==> config.mk <==
export PLATFORM = sky130hd
export DESIGN_NAME = mem_access_stage
export DESIGN_NICKNAME = d
export VERILOG_FILES = /design/src/rtl/mem_access_stage.sv
export SDC_FILE = /design/constraint.sdc
export NUM_CORES = 1
export LEC_CHECK = 0
export ABC_AREA = 1
export CAP_MARGIN = 20
export CORE_MARGIN = 1.5
export CORE_UTILIZATION = 25
export DETAILED_ROUTE_END_ITERATION = 16
export PLACE_DENSITY = 0.59
export SLEW_MARGIN = 5
export SYNTH_ARGS = -nofsm -noshare
export SYNTH_HDL_FRONTEND = slang
export SYNTH_SLANG_ARGS = --single-unit
==> constraint.sdc <==
create_clock -name i_clk -period 3.8 [get_ports i_clk]
set_input_delay 0.76 -clock i_clk [delete_from_list [all_inputs] [get_ports i_clk]]
set_output_delay 0.76 -clock i_clk [all_outputs]
set_load 0.05 [all_outputs]
==> src/rtl/mem_access_stage.sv <==
// Pipeline MEM stage: turns EX/MEM load/store requests into one data-memory
// transaction, stalling upstream until the word returns or the bus times out.
module mem_access_stage #(
  parameter int TIMEOUT = 15,
  parameter int AW      = 32
) (
  input  logic          i_clk,
  input  logic          i_rst_n,
  input  logic          i_valid,
  input  logic [31:0]   i_alu_data,
  input  logic [31:0]   i_st_data,
  input  logic          i_mem_rd,
  input  logic          i_mem_wr,
  input  logic [2:0]    i_funct3,
  output logic          o_dmem_req,
  output logic          o_dmem_we,
  output logic [AW-1:0] o_dmem_addr,
  output logic [31:0]   o_dmem_wdata,
  output logic [3:0]    o_dmem_bmask,
  input  logic          i_dmem_ack,
  input  logic [31:0]   i_dmem_rdata,
  output logic [31:0]   o_mem_forwarding,
  output logic [31:0]   o_ld_data,
  output logic          o_ld_valid,
  output logic          o_stall,
  output logic          o_misaligned,
  output logic          o_bus_err
);

  typedef enum logic [1:0] {IDLE, WAIT, DONE} state_t;

  localparam int CW = $clog2(TIMEOUT + 1);

  state_t        state_q, state_d;
  logic [CW-1:0] cnt_q, cnt_d;
  logic [AW-1:0] addr_q, addr_d;
  logic [1:0]    off_q, off_d;
  logic [31:0]   wdata_q, wdata_d;
  logic [31:0]   rdata_q, rdata_d;
  logic [3:0]    bmask_q, bmask_d;
  logic          we_q, we_d;
  logic [2:0]    f3_q, f3_d;
  logic          busErr_q, busErr_d;

  logic          isMem, isWord, isHalf, aligned, start, misal;
  logic [31:0]   accData;
  logic [3:0]    accMask;
  logic [31:0]   rdShift, ldExt;
  logic          isLoadDone;

  // funct3[1] set means word, which also folds 011/110/111 into word accesses.
  assign isMem  = i_mem_rd | i_mem_wr;
  assign isWord = i_funct3[1];
  assign isHalf = ~i_funct3[1] & i_funct3[0];
  assign aligned = isWord ? (i_alu_data[1:0] == 2'b00) :
                   isHalf ? ~i_alu_data[0] : 1'b1;
  assign start  = (state_q == IDLE) & i_valid & isMem & aligned;
  assign misal  = (state_q == IDLE) & i_valid & isMem & ~aligned;

  always_comb begin
    accData = i_st_data;
    accMask = 4'b1111;
    if (isHalf) begin
      accData = {2{i_st_data[15:0]}};
      accMask = 4'b0011 << {i_alu_data[1], 1'b0};
    end else if (!isWord) begin
      accData = {4{i_st_data[7:0]}};
      accMask = 4'b0001 << i_alu_data[1:0];
    end
  end

  always_comb begin
    state_d  = state_q;
    cnt_d    = cnt_q;
    addr_d   = addr_q;
    off_d    = off_q;
    wdata_d  = wdata_q;
    rdata_d  = rdata_q;
    bmask_d  = bmask_q;
    we_d     = we_q;
    f3_d     = f3_q;
    busErr_d = 1'b0;
    case (state_q)
      IDLE: begin
        if (start) begin
          addr_d  = {i_alu_data[AW-1:2], 2'b00};
          off_d   = i_alu_data[1:0];
          wdata_d = accData;
          bmask_d = accMask;
          we_d    = i_mem_wr;
          f3_d    = i_funct3;
          cnt_d   = '0;
          state_d = WAIT;
        end
      end
      WAIT: begin
        // A late ack on the timeout cycle still wins over the bus error.
        if (i_dmem_ack) begin
          rdata_d = i_dmem_rdata;
          state_d = DONE;
        end else if (cnt_q == CW'(TIMEOUT - 1)) begin
          rdata_d  = 32'h0;
          busErr_d = 1'b1;
          state_d  = DONE;
        end else begin
          cnt_d = cnt_q + 1'b1;
        end
      end
      DONE:    state_d = IDLE;
      default: state_d = IDLE;
    endcase
  end

  always_ff @(posedge i_clk or negedge i_rst_n) begin
    if (!i_rst_n) begin
      state_q  <= IDLE;
      cnt_q    <= '0;
      addr_q   <= '0;
      off_q    <= 2'b00;
      wdata_q  <= 32'h0;
      rdata_q  <= 32'h0;
      bmask_q  <= 4'b0000;
      we_q     <= 1'b0;
      f3_q     <= 3'b000;
      busErr_q <= 1'b0;
    end else begin
      state_q  <= state_d;
      cnt_q    <= cnt_d;
      addr_q   <= addr_d;
      off_q    <= off_d;
      wdata_q  <= wdata_d;
      rdata_q  <= rdata_d;
      bmask_q  <= bmask_d;
      we_q     <= we_d;
      f3_q     <= f3_d;
      busErr_q <= busErr_d;
    end
  end

  assign rdShift = rdata_q >> {off_q, 3'b000};

  always_comb begin
    ldExt = rdata_q;
    case (f3_q)
      3'b000:  ldExt = {{24{rdShift[7]}}, rdShift[7:0]};
      3'b100:  ldExt = {24'h0, rdShift[7:0]};
      3'b001:  ldExt = {{16{rdShift[15]}}, rdShift[15:0]};
      3'b101:  ldExt = {16'h0, rdShift[15:0]};
      default: ldExt = rdata_q;
    endcase
  end

  assign isLoadDone       = (state_q == DONE) & ~we_q;
  assign o_dmem_req       = (state_q == WAIT);
  assign o_dmem_we        = we_q;
  assign o_dmem_addr      = addr_q;
  assign o_dmem_wdata     = wdata_q;
  assign o_dmem_bmask     = bmask_q;
  assign o_ld_data        = (state_q == DONE) ? ldExt : 32'h0;
  assign o_ld_valid       = isLoadDone;
  assign o_mem_forwarding = isLoadDone ? o_ld_data : i_alu_data;
  assign o_stall          = i_rst_n & (start | (state_q == WAIT));
  assign o_misaligned     = i_rst_n & misal;
  assign o_bus_err        = busErr_q;

endmodule

# == After elaboration in Yosys (flattened, before gate mapping) ==
# Cells that the tools add are included.
# totals
register_bits,111
latch_bits,0
ram_bits,0
mem_bits_ro,0
inputBits,105
output_inout_bits,138
wordCells,69
memories,0
# classes
addsub,1
multipliers,0
div,0
n_lt_le_gt_ge,0
n_eq_ne,10
shifts,3
mux,22
n_bitwise,14
reduce_logical,9
# op_table
operator,n
32-bit 2-to-1 mux,6
32-bit one-hot mux with 4 select lines,1
32-bit by 5-bit right shift with 16-bit output,1
4-bit 2-to-1 mux,5
1-bit bitwise AND,8
4-bit one-hot mux with 2 select lines,1
3-bit equality test (second input constant),2
2-bit 2-to-1 mux,3
2-bit != test (second input constant),3
2-bit AND reduction,3
1-bit 2-to-1 mux,5
4-bit by 1-bit adder with 4-bit output (second input constant),1
4-bit equality test (second input constant),1
2-bit zero test,2
1-bit inverter,4
2-bit one-hot mux with 2 select lines,1
4-bit AND reduction,1
2-bit nonzero test,2
1-bit by 2-bit << shifter with 4-bit output (first input constant),1
2-bit by 2-bit << shifter with 4-bit output (first input constant),1
3-bit by 1-bit equality test with 1-bit output (second input constant),1
3-bit zero test,1
3-bit by 1-bit != test with 1-bit output (second input constant),1
2-bit by 1-bit equality test with 1-bit output (second input constant),1
other kinds (2),3

# == Longest topological paths before layout ==
# Gate-level depths: netlist (run 1).
# logic_depth
word_depth,7
depth_mapped,10
mapped_depth_nobuf,9

# == Least setup slack after synthesis (run 1) ==
# No wires, ideal clock.
# synth_path
kind,input to output
from,input port i_funct3[1]
to,output port o_stall
t_arrival_ns,2.539
required_time_ns,3.040
slack_ns,0.501
stages,8
path_buffers,3
cell_sequence,buf_4 nand2_1 nand2_1 nand2_1 nand2_2 buf_6 buf_6 a21boi_0
# synth_between
elab_chain_len,7
# synth_lines
element,line,rtl
"start, declared",14,"input logic [2:0] i_funct3,"
1-bit inverter,54,assign isHalf = ~i_funct3[1] & i_funct3[0];
1-bit bitwise AND,54,
1-bit 2-to-1 mux,56,isHalf ? ~i_alu_data[0] : 1'b1;
1-bit 2-to-1 mux *,55,assign aligned = isWord ? (i_alu_data[1:0] == 2'b00) :
1-bit bitwise AND *,57,assign start = (state_q == IDLE) & i_valid & isMem & aligned;
1-bit bitwise OR *,162,assign o_stall = i_rst_n & (start | (state_q == WAIT));
1-bit bitwise AND *,162,
"end, declared",25,"output logic o_stall,"
# Every way passes the cells marked *; elsewhere a longest branch is shown, timed or not.

# == Worst setup path after layout (run 1) ==
# layout_path
from,register off_q[1]
to,output port o_mem_forwarding[16]
# layout_between
elab_chain_len,4
# layout_lines
element,line,rtl
"start, declared",37,"logic [1:0] off_q, off_d;"
"start signal, assigned",119,off_q <= 2'b00;
"start signal, assigned",130,off_q <= off_d;
32-bit by 5-bit right shift with 16-bit output,140,"assign rdShift = rdata_q >> {off_q, 3'b000};"
32-bit one-hot mux with 4 select lines,144,case (f3_q)
32-bit 2-to-1 mux,159,assign o_ld_data = (state_q == DONE) ? ldExt : 32'h0;
32-bit 2-to-1 mux,161,assign o_mem_forwarding = isLoadDone ? o_ld_data : i_alu_data;
"end, declared",22,"output logic [31:0] o_mem_forwarding,"
# No other way between the ends.

==> results.md, run 1 <==
- The post-cts hold buffer count is 0.
- The slew at the pin closest to its max-slew limit is 735 ps.
- Measured in cells, the most critical reg-to-reg path has a length of 9.
- The placement row count is 57.
- The height of the chip is 161 um.
- The fraction of registers with async set/reset is 1.00.
- After floorplanning, the core was sized to cover 0.0243 sq mm.
- The most common cell after layout, fill and taps aside is sky130_fd_sc_hd__nand2_1.
- The accumulated negative setup slack is 0 ps.
- The number of violations of the max-capacitance limit is 0.
- Setup repair after global routing left no endpoint under its margin.
- The required time of the worst setup path is 3040 ps.
- The remaining antenna violation count after routing is 0.
- STA classifies the critical path endpoint as a primary output.
- Entering global routing, the biggest net connects 53 pins.
- The power density over the cells is 874 mW/mm^2.
- Across the routed clock network, the largest skew measured is 11.2 ps.
- For this run, the register share of the synthesized area comes to 0.447.
- Dividing the final minimum period by the clock period gives 0.943.
- The final layout contains 1168 nets.
- The hold violation count in the final report is 0.
- The number of clock sinks is 111.
- The highest achievable clock rate is 279 MHz.
- The number of synthesized flops with an enable pin is 0.
- In the final layout, the share of cells above drive strength 1 is 0.0750.
- The cell area after synthesis is 0.00621 sq mm.
- The total iterations of the first detailed-routing run is 5.
- The reg-to-reg startpoint is state_q[0].
- After the first detailed-routing iteration, the DRC count stood at 364.
- The tree is rooted in a sky130_fd_sc_hd__clkbuf_16.
- The average footprint of a synthesized cell is 7.37 sq um.
- The placed instances occupy a cell area of 0.00884 sq mm.
- The final non-filler cell area is 0.00913 sq mm.
- The post-place setup slack is 538 ps.
- The run finished with clean final reports.
- The synthesis-to-finish area growth is 47.0%.
- The startpoint of the most critical setup path is off_q[1].
- At the later pin of the worst-skew pair, clock insertion delay measures 360 ps.
- Detailed placement ended at an HPWL of 17.6 mm.
- Wires add up to 23.2 mm.
- Setup violations remaining at the end of the flow were counted as 0.
- The die width is 161 um.
- Summed over all layers, the global routing overflow is 0.
- Dividing the detail-routed via count by the number of cells gives 4.50.
- The top-level I/O count is 243.
- The yosys synthesis warning count is 0.
- The number of buffers on the longest clock path is 2.
- Across the VDD grid, the largest voltage drop is 0.000468 V.
- The arrival time reported for the critical path endpoint is 2820 ps.
- In the layout the commonest cells are sky130_fd_sc_hd__nand2_1 (328), sky130_fd_sc_hd__clkdlybuf4s50_1 (235), sky130_fd_sc_hd__dfrtp_1 (111), sky130_fd_sc_hd__nand3_1 (86), sky130_fd_sc_hd__inv_1 (73).
- The synthesized flop and latch total is 111.
- The highest fanout seen on the critical path is 32.
- TritonCTS built the clock tree.
- The worst-case headroom to the max-slew limit is 0.510.
- After clock tree synthesis, the clock-pin slew on the worst setup and hold paths is 80 ps.
- Across all layers, the routed design uses 6260 vias.
- The highest-delay cell along the critical path is sky130_fd_sc_hd__clkdlybuf4s50_1.
- The classification of the worst-slack hold path is input port to async pin.
- In this run the static leakage power is 0.00434 uW.
- The register-to-register setup slack is 1680 ps.
- The max-slew violation total from the final report is 0.
- The H-tree was split into 3 levels.
- The most numerous cell type found on the critical path is sky130_fd_sc_hd__nand2_1.
- Gates resized during post-CTS repair numbered 0.
- The combined global-route utilization of all metal layers is 0.182.
- The post-synthesis instance total is 842.
- The class of the most critical setup path is flop to primary output.
- The port buffer count is 240.
- The worst setup path is launched from a flop.
- The remaining design rule violation count is 0.
- Buffers inserted during clock tree synthesis total 9.
- The effective utilization at floorplan is 0.255.
- The signal on the critical path passes through inv_2 -> nand2_1 -> nand2_2 -> nand2_4 -> nand3_4 -> nand3_1 -> nand2_1 -> clkdlybuf4s50_1.
- The average detailed-routed wire length per instance is 16.7 um.
- The peak per-stage delay on the critical path is 700 ps.
- The smallest clock period supported by the final layout is computed as 3580 ps.
- The netlist uses 38 different library cells.
- The post-CTS setup buffer count is 0.
- The area enclosed by the die boundary is 0.0258 sq mm.
- After the flow finishes, the layout carries non-filler instances totaling 1391.
- The first global-routing pass estimated 36.2 mm of wire.
- The worst path meets setup with 217 ps of slack.
- The via count of the first global-routing pass came to 6236.
- The most used flip-flop cell after synthesis is sky130_fd_sc_hd__dfrtp_1.
- The post-placement cell count is 1374.
- The final weighted congestion in routability-driven placement is 0.907.
- In this run the critical register-to-register path is captured at o_dmem_wdata[16].
- The number of antenna violations at the first check in global routing is 1.
## report_power, final
part | internal, uW | switching [uW] | total, uW
combinational | 1490 | 3420 | 4920
sequential | 1730 | 383 | 2110
clock | 459 | 491 | 950
## routing by layer
| layer | global-route usage | part of all wire | wire (um) |
|---|---|---|---|
| met1 | 0.225 | 0.43 | 9930 |
| met2 | 0.301 | 0.47 | 10900 |
| met4 | 0.0463 | 0.018 | 408 |
| met3 | 0.0656 | 0.085 | 1980 |
| met5 | 0 | 0 | 0 |
## stage by stage
stage | total power, uW | util | hold slack, ps
2_1_floorplan | 5370 | - | 464
3_3_place_gp | 7020 | 0.364 | 460
3_5_place_dp | 7050 | 0.364 | 467
4_1_cts | 8050 | 0.375 | 280
5_1_grt | 8480 | 0.375 | 283
6_report | 7980 | 0.375 | 286
## layout make-up
class / count / area, sq um
antenna: 1 / 2.50
clock buffer: 10 / 229
clock inverter: 6 / 53.8
fill: 2549 / 15200
inverter: 82 / 308
multi-input combinational: 599 / 2800
sequential: 111 / 2780
tap: 324 / 405
timing repair buffer: 258 / 2550
## worst max-delay path: cells and delay by family (launching register included)
kind	cells	cell delay, ps
buf+inv	2	890
simple gates	6	930
flops	1	630
## worst max-delay path by stage
stage / to / cells past startpoint
after CTS: o_mem_forwarding[31] / 8
after floorplan: o_stall / 8
after detailed placement: o_mem_forwarding[1] / 4
after global placement: o_mem_forwarding[1] / 4
final: o_mem_forwarding[16] / 8
after global routing: o_mem_forwarding[16] / 10
## state kept, by name, indices dropped and copies added, names as in the netlist, 2 cells and up
register	count
cnt_q	4
o_dmem_addr	30
f3_q	3
rdata_q	32
state_q	2
off_q	2
o_dmem_bmask	4
o_dmem_wdata	32
## synth_stat cells (2+ instances only)
library cell	n	area share
sky130_fd_sc_hd__a21oi_1	31	0.025
sky130_fd_sc_hd__a31oi_2	6	0.012
sky130_fd_sc_hd__inv_1	73	0.044
sky130_fd_sc_hd__buf_6	10	0.018
sky130_fd_sc_hd__a31oi_1	4	0.0040
sky130_fd_sc_hd__dfrtp_1	111	0.45
sky130_fd_sc_hd__nand4_1	3	0.0030
sky130_fd_sc_hd__clkbuf_1	12	0.0073
sky130_fd_sc_hd__and3_1	3	0.0030
sky130_fd_sc_hd__inv_2	8	0.0048
sky130_fd_sc_hd__o211ai_1	2	0.0024
sky130_fd_sc_hd__nor2_1	18	0.011
sky130_fd_sc_hd__nand3_1	86	0.069
sky130_fd_sc_hd__o21ai_0	70	0.056
sky130_fd_sc_hd__nand3_2	14	0.023
sky130_fd_sc_hd__nand2_4	2	0.0036
sky130_fd_sc_hd__nand2_1	328	0.20
sky130_fd_sc_hd__and2_1	4	0.0040
sky130_fd_sc_hd__buf_4	9	0.011
sky130_fd_sc_hd__o21ai_1	5	0.0040
sky130_fd_sc_hd__nand2_2	5	0.0050
sky130_fd_sc_hd__nor2_4	3	0.0054
sky130_fd_sc_hd__nand3b_1	2	0.0024
sky130_fd_sc_hd__ha_1	2	0.0040
sky130_fd_sc_hd__buf_2	18	0.015
## logic make-up after synthesis
group	after synthesis	share of synthesized area
AOI/OAI and AO/OA	122	0.109
xor gates and xnor gates	1	0.00141
adders and majority gates	2	0.00403
buffers and inverters	133	0.103
DFF	111	0.447
other	1	0.000604
and+or+nand+nor	472	0.334
No activity file was read; power rests on OpenSTA's default activity.
==> inputs of run 2 (changes only) <==
--- a/config.mk
+++ b/config.mk
@@ -9,9 +9,11 @@
 export CAP_MARGIN = 20
 export CORE_MARGIN = 1.5
 export CORE_UTILIZATION = 25
+export CTS_BUF_LIST = sky130_fd_sc_hd__clkbuf_4 sky130_fd_sc_hd__clkbuf_8
 export DETAILED_ROUTE_END_ITERATION = 16
+export HOLD_SLACK_MARGIN = 0.03
 export PLACE_DENSITY = 0.59
-export SLEW_MARGIN = 5
+export SLEW_MARGIN = 20
 export SYNTH_ARGS = -nofsm -noshare
 export SYNTH_HDL_FRONTEND = slang
 export SYNTH_SLANG_ARGS = --single-unit
==> run 2 against run 1 <==
Wire length decreased by 0.18%. Largest cell class unchanged. Largest power group unchanged. Via count about the same. Cell area decreased by 1.0%. Clock-buffer cell count unchanged. Setup slack improved by 7.6 ps. Utilization decreased by 0.38 points. Clock power decreased by 24%.
==> results.md, run 2 (same netlist as run 1, synthesis figures left out) <==
- The run finished with clean final reports.
- The final net count is 1168 (unchanged).
- The detailed-placement wirelength estimate is 17.6 mm (unchanged).
- The port buffer count was 240 (unchanged).
- The arrival time reported for the critical path endpoint came to 2820 ps (about the same).
- The clock-pin slew reported for the worst setup and hold paths after clock tree synthesis is 120 ps (+40 ps).
- The number of buffers created by CTS is 9 (unchanged).
- The worst-case headroom to the max-slew limit is 0.517 (+0.00746).
- The combined global-route utilization of all metal layers is 0.182 (-0.000778).
- The number of antenna violations at the first check in global routing was 1 (unchanged).
- The via count of the first global-routing pass came to 6218 (-0.29%).
- The number of H-tree branching levels was 3 (unchanged).
- The number of clock sinks came to 111 (unchanged).
- The top-level I/O count was 243 (unchanged).
- The highest achievable clock rate came to 280 MHz (+0.21%).
- The worst clock skew on the final layout came to 16.8 ps (+5.69 ps).
- The count of final setup violators is 0 (unchanged).
- The power density over the cells is 857 mW/mm^2 (-1.9%).
- The max-slew violation total from the final report is 0 (unchanged).
- The fill cell total of the finished layout is 2553 (+0.16%).
- The startpoint type of the worst setup path is a flop.
- The core area was 0.0243 sq mm (unchanged).
- The remaining antenna violation count after routing is 0 (unchanged).
- The post-CTS setup buffer count was 0 (unchanged).
- The number of buffers on the longest clock path was 2 (unchanged).
- The final hold slack is 238 ps (-47.6 ps).
- The hold violation count in the final report is 0 (unchanged).
- The clock latency on the worst-skew pair was 400 ps (+40 ps).
- The post-cts hold buffer count came to 0 (unchanged).
- The maximum vdd drop is 0.000468 V (about the same).
- The average detailed-routed wire length per instance came to 16.7 um (-0.18%).
- The number of violations of the max-capacitance limit came to 0 (unchanged).
- The accumulated negative setup slack is 0 ps (unchanged).
- The largest net degree at the start of global routing is 53 (unchanged).
- By startpoint and endpoint, the worst setup path is classified as flop to primary output.
- The classification of the worst-slack hold path is input port to async pin.
- The global-route wire length before repair is 36.1 mm (-0.27%).
- The total iterations of the first detailed-routing run came to 5 (unchanged).
- The mean number of vias per cell is 4.50 (about the same).
- The static leakage is 0.00432 uW (-0.38%).
- Setup repair after global routing left no endpoint under its margin.
- The remaining design rule violation count came to 0 (unchanged).
- The required time of the worst setup path came to 3040 ps (about the same).
- The part of the cycle the worst path needs is 0.941 (-0.00200).
- The placement row count was 57 (unchanged).
- CTS placed an instance of sky130_fd_sc_hd__clkbuf_8 at the clock tree root.
- The time the worst path needs with I/O delays and setup is 3580 ps (-7.61 ps).
- The area growth from synthesis to layout is 45.6%.
- The slew at the pin closest to its max-slew limit came to 724 ps (-11.2 ps).
- The aggregate global routing overflow is 0 (unchanged).
- TritonCTS built the clock tree.
- The highest fanout seen on the critical path is 32 (unchanged).
- The most common cell after layout, fill and taps aside is sky130_fd_sc_hd__nand2_1.
- The share of post-route cells with drive strength above 1 is 0.0769 (+0.00188).
- The element type at the critical path end is a primary output.
- In the layout the commonest cells are sky130_fd_sc_hd__nand2_1 (328), sky130_fd_sc_hd__clkdlybuf4s50_1 (233), sky130_fd_sc_hd__dfrtp_1 (110), sky130_fd_sc_hd__nand3_1 (86), sky130_fd_sc_hd__inv_1 (73).
- The die width is 161 um (unchanged).
- The total vias in the final route is 6265 (+0.080%).
- The height of the chip is 161 um (unchanged).
- The final weighted congestion in routability-driven placement is 0.907 (unchanged).
- The final wirelength is 23.2 mm (-0.18%).
- The area enclosed by the die boundary was 0.0258 sq mm (unchanged).
- The effective utilization at floorplan came to 0.255 (unchanged).
- The number of DRC markers after the initial detailed-route iteration is 345 (-5.2%).
## run 2: cell types whose count changed in the layout (fill, tap and decap cells not counted), sizes merged
cell           before  now
clkdlybuf4s50     235  233
dlymetal6s2s        1    3
## run 2: area by class of cell
type / instances / area, sq um / share of cell area
clock inverter: 6 / 53.8 / 0.00595
inverter: 82 / 308 / 0.0341
multi-input combinational: 599 / 2800 / 0.310
clock buffer: 10 / 131 / 0.0145
tap: 324 / 405 / 0.0449
antenna: 1 / 2.50 / 0.000277
timing repair buffer: 258 / 2560 / 0.283
sequential: 111 / 2780 / 0.307
## run 2: timing repair
| action | 4_1_cts | 5_1_grt |
|---|---|---|
| resized for setup | 0 | 4 |
| endpoints found under the hold margin | 0 | 0 |
| endpoints found under the setup margin | 0 | 4 |
## run 2: per-stage QoR
step	std cells	setup WS, ps	area (sq um)	utilization	total power [uW]
after floorplan	843	501	6210	-	5370
after global placement	1374	545	8840	0.364	7020
after detailed placement	1374	538	8840	0.364	7050
after CTS	1390	114	9030	0.371	7810
after global routing	1390	2.46	9030	0.372	8240
final	1391	225	9040	0.372	7750
## run 2: critical path, stage by stage, from the launching register on
cell                              delay [ps]
sky130_fd_sc_hd__dfrtp_1                 400
sky130_fd_sc_hd__inv_2                   230
sky130_fd_sc_hd__nand2_1                 120
sky130_fd_sc_hd__nand2_1                  70
sky130_fd_sc_hd__nand2_1                  60
sky130_fd_sc_hd__nand2_2                 100
sky130_fd_sc_hd__nand2_4                  90
sky130_fd_sc_hd__nand3_4                 330
sky130_fd_sc_hd__nand3_2                  90
sky130_fd_sc_hd__nand2_1                  80
sky130_fd_sc_hd__clkdlybuf4s50_1         820
## run 2: path summary, 6_finish.rpt
check	endpoint	slack (ps)	startpoint	depth (start not counted)
max	o_mem_forwarding[19]	220	off_q[0]	10
max in group asynchronous	rdata_q[14]	2530	i_rst_n	2
min	rdata_q[4]	240	i_rst_n	1
min in group i_clk	o_dmem_addr[31]	490	o_dmem_addr[31]	2
min reg2reg	o_dmem_addr[31]	490	o_dmem_addr[31]	2
max reg2reg	o_dmem_wdata[16]	1680	state_q[0]	9
## run 2: power breakdown
part,switching [uW],internal (uW)
registers,383,1720
logic,3420,1490
clock network,465,259
## run 2: metal layers
metal / vias to the layer above / track usage / share of wire
met2: 224 / 0.301 / 0.47
met4: 0 / 0.0421 / 0.019
met5: - / 0 / 0
li1: 3097 / - / -
met3: 27 / 0.0656 / 0.089
met1: 2917 / 0.225 / 0.43
